**config.mk**
```make
export PLATFORM = sky130hd
export DESIGN_NAME = data_register
export DESIGN_NICKNAME = d
export VERILOG_FILES = /design/src/rtl/data_register.sv
export SDC_FILE = /design/constraint.sdc
export NUM_CORES = 1
export LEC_CHECK = 0
export CAP_MARGIN = 20
export CORE_MARGIN = 2
export CORE_UTILIZATION = 35
export DETAILED_ROUTE_END_ITERATION = 6
export PLACE_DENSITY_LB_ADDON = 0.05
export SYNTH_ARGS = -nofsm -noshare
export SYNTH_HDL_FRONTEND = slang
export SYNTH_SLANG_ARGS = --single-unit
```
**constraint.sdc**
```tcl
create_clock -name clk -period 0.96 [get_ports clk]
set_input_delay 0.192 -clock clk [delete_from_list [all_inputs] [get_ports clk]]
set_output_delay 0.192 -clock clk [all_outputs]
set_load 0.02 [all_outputs]
```
**src/rtl/data_register.sv**
```systemverilog
// ---------------------------------------------------------------------------
// data_register
//   General-purpose clocked holding register for the stack-processor datapath
//   (PC, IR, ALU-out, stack pointer). Captures w_data on a rising clk edge
//   when regWrite is high, otherwise holds. r_data comes straight from the
//   storage flops, so there is no combinational path from any input.
//
// Ports
//   clk       in   1      system clock, rising edge
//   reset     in   1      synchronous, active-high; has priority over writes
//   regWrite  in   1      write enable
//   w_data    in   WIDTH  write data
//   r_data    out  WIDTH  stored value
// ---------------------------------------------------------------------------
module data_register #(
   parameter int unsigned WIDTH       = 16,
   parameter int unsigned RESET_VALUE = 0
) (
   input  logic             clk,
   input  logic             reset,
   input  logic             regWrite,
   input  logic [WIDTH-1:0] w_data,
   output logic [WIDTH-1:0] r_data
);

   localparam logic [WIDTH-1:0] RST_VAL = WIDTH'(RESET_VALUE);

   // Declaration initialiser gives a defined power-up value before any reset.
   logic [WIDTH-1:0] data_q = RST_VAL;

   // Storage: reset wins over write. A floating (Z/X) reset does not compare
   // equal to 1, so it falls through to the normal write/hold path.
   always_ff @(posedge clk) begin
      if (reset == 1'b1) begin
         data_q <= RST_VAL;
      end else if (regWrite == 1'b1) begin
         data_q <= w_data;
      end
   end

   assign r_data = data_q;

endmodule

```
==> PnR_summary.wiki <==
{| class="wikitable"
! Metric !! Value
|-
| Number of H-tree levels || 1
|-
| Sequential share of the synthesized area || 0.5517
|-
| Via count of the first global-routing pass || 405
|-
| Overall routed net length || 1325 µm
|-
| Clock edge transition at the registers on the reported setup and hold paths || 0.08 ns
|-
| Synthesized-area fraction occupied by adder cells || 0
|-
| Skew-Pair Late Insertion Delay || 0.27 ns
|-
| Maximum vdd drop || 0.8955 mV
|-
| Leakage component of the power || 0.0004935 µW
|-
| Fraction of synthesis flops using an asynchronous set or reset pin || 0
|-
| Share of cells above drive strength 1 || 0.4444
|-
| Count of flip-flops with a built-in enable after synthesis || 0
|-
| Number of warnings issued by yosys || 0
|-
| Synthesized Nets || 71
|-
| Worst path buffer plus inverter count || 1
|-
| Parity-gate share of the synthesized area counting xor and xnor cells || 0
|-
| Class of the tightest hold or removal check || reg2reg
|-
| Count of clock tree sinks || 16
|-
| Worst-margin pin slew || 0.1453 ns
|-
| Final max-slew violation count || 0
|-
| Leading area contributor after synthesis || sky130_fd_sc_hd__dfxtp_1
|-
| Kind of launch point of the worst setup path || flop
|-
| Stage delay of the slowest cell on the critical path || 0.35 ns
|-
| Max Root-Sink Buffers || 2
|-
| Share of the synthesized area in compound gates (AO/OA/AOI/OAI) || 0
|-
| Gate count of the mapped netlist || 52
|-
| Post-synthesis instance area || 580.6 µm²
|-
| Status || completed
|-
| Chip width || 44.73 µm
|-
| Final setup violating endpoints || 0
|-
| Die ar. || 2000 µm²
|-
| Height of the chip || 44.73 µm
|-
| FMAX || 1.073 GHz
|-
| Power per Cell Area || 1334 nW/µm²
|-
| DR DRC count || 0
|-
| Maximum number of pins on one net before global-route repair || 17
|-
| Flip-flop count of the largest register, all copies and words added || 16
|-
| Post-Route Skew || 0 ns
|-
| Row count || 14
|-
| Utilization after layout || 0.6888
|-
| Hold slack final || 0.5014 ns
|-
| Endpoint kind of the worst setup timing path || output port
|-
| RSZ-0062 raised after global routing || yes
|-
| Average size of a mapped cell || 11.16 µm²
|-
| Summed area of non-filler cells in the final layout || 1050 µm²
|-
| DR WL/cell || 12.50 µm
|-
| Post-Synth Simple-Gate Area || 0.1034
|-
| Share of Yosys cell area claimed by the top area cell type || 0.5517
|-
| TritonCTS clock tree || done
|-
| # hold bufs at CTS || 0
|-
| DP Area || 940.9 µm²
|-
| Cell types occupying the most area after synthesis || sky130_fd_sc_hd__dfxtp_1 55%, sky130_fd_sc_hd__mux2i_1 28%, sky130_fd_sc_hd__nor2_1 10%
|-
| DP HPWL || 863.3 µm
|-
| Post-layout min period || 0.9323 ns
|-
| DRT antenna net count || 0
|-
| Clock root cell || sky130_fd_sc_hd__clkbuf_4
|-
| Number of distinct library cells after synthesis || 7
|-
| 1st-pass router iterations || 1
|-
| Cells along the critical path || buf_6
|-
| Initial Util || 0.3810
|-
| Area inside the core boundary || 1524 µm²
|-
| Most frequent cells after synthesis || 16 x sky130_fd_sc_hd__dfxtp_1, 16 x sky130_fd_sc_hd__mux2i_1, 16 x sky130_fd_sc_hd__nor2_1
|-
| Max-cap violation count || 0
|-
| Final layout net count || 111
|-
| Number of synthesized register bits || 16
|-
| Number of CTS-inserted buffers || 3
|-
| Number of DRC violations after detailed-routing iteration 0 || 0
|-
| Total design power || 1401 µW
|-
| Crit-path slowest cell || sky130_fd_sc_hd__dfxtp_2
|-
| Port buffer count || 34
|-
| Final hold violation count || 0
|-
| Worst endpoint required time || 0.77 ns
|-
| Overall track demand over capacity in global routing || 0.1432
|-
| Data arrival, critical path || 0.74 ns
|-
| First-pass GRT wire length || 1945 µm
|-
| Number of vias in the routed layout || 494
|-
| Final critical-path share of the clock period || 0.9712
|-
| Diodes inserted || 0
|-
| Area Overhead vs Synth || 80.82%
|-
| Portion of netlist area occupied by mux cells || 0.2759
|-
| I/O pin total || 35
|-
| Worst path setup slack after routing || 0.02769 ns
|-
| Worst max-slew margin expressed relative to the limit || 0.9004
|-
| Family with the most delay on the worst path || flip-flops
|-
| Global placer's final weighted congestion || 0.6802
|-
| Largest family of logic cells by synthesized area || multiplexers
|-
| Number of antenna violations at the first check in global routing || 0
|-
| Post-placement setup slack || -0.3100 ns
|-
| Vias/cell || 4.660
|-
| Max FO, Critical Path || 2
|-
| Critical path class || reg2out
|-
| GRT Residual Overflow || 0
|-
| Prevailing post-synth register cell || sky130_fd_sc_hd__dfxtp_1
|}
## area by class of cell
type | count | area (µm²)
clock buffers | 3 | 22.52
fillers | 126 | 474.2
multi-input cells | 32 | 220.2
flip-flops and latches | 16 | 340.3
well taps | 16 | 20.02
repair buffers | 39 | 446.7
## repair_timing
item | in CTS | in global routing
endpoints found under the setup margin | 17 | 16
gates resized for setup | 87 | 26
hold endpoints to repair | 0 | 0
cloned | 1 | 0
pin swaps | 0 | 0
buffers inserted | 0 | 2
## final timing paths
kind	cells past startpoint	startpoint	end	slack, ns
worst min-delay path	2	r_data[11]$_SDFFE_PP0P_	r_data[11]$_SDFFE_PP0P_	0.50
worst min register to register	2	r_data[11]$_SDFFE_PP0P_	r_data[11]$_SDFFE_PP0P_	0.50
worst max register to register	3	r_data[9]$_SDFFE_PP0P_	r_data[9]$_SDFFE_PP0P_	0.24
worst max-delay path	1	r_data[1]$_SDFFE_PP0P_	r_data[1]	0.03
## routing by layer
| layer | part of all wire | wire (µm) | vias up | GRT usage |
|---|---|---|---|---|
| met5 | 0 | 0 | - | 0 |
| met4 | 0.014 | 19 | 0 | 0.07273 |
| met3 | 0.068 | 90 | 5 | 0.07600 |
| met2 | 0.54 | 719 | 17 | 0.2145 |
| met1 | 0.37 | 495 | 226 | 0.1654 |
| li1 | - | - | 246 | - |
## logic make-up after synthesis
family / after synthesis
buffers and inverters: 4
and+or+nand+nor: 16
DFF: 16
muxes: 16
## metrics by stage
step	std cells	setup TNS (ns)
finish	106	0
global route	106	-0.09778
CTS	104	0
detailed placement	100	-6.763
global placement	100	-6.629
floorplan	52	0
## cells in the final DEF (no fill, tap or decap)
| master | instances |
|---|---|
| sky130_fd_sc_hd__buf_12 | 2 |
| sky130_fd_sc_hd__buf_4 | 2 |
| sky130_fd_sc_hd__buf_6 | 16 |
| sky130_fd_sc_hd__bufbuf_16 | 1 |
| sky130_fd_sc_hd__clkbuf_4 | 3 |
| sky130_fd_sc_hd__clkdlybuf4s50_1 | 17 |
| sky130_fd_sc_hd__dfxtp_2 | 16 |
| sky130_fd_sc_hd__dlygate4sd2_1 | 1 |
| sky130_fd_sc_hd__mux2i_1 | 16 |
| sky130_fd_sc_hd__nor2_1 | 16 |
## power breakdown
part | switching, µW | internal [µW] | total [µW]
clock | 182 | 145 | 328
sequential | 26.8 | 711 | 738
combinational | 126 | 209 | 335
Power figures use the tool's default switching activity.
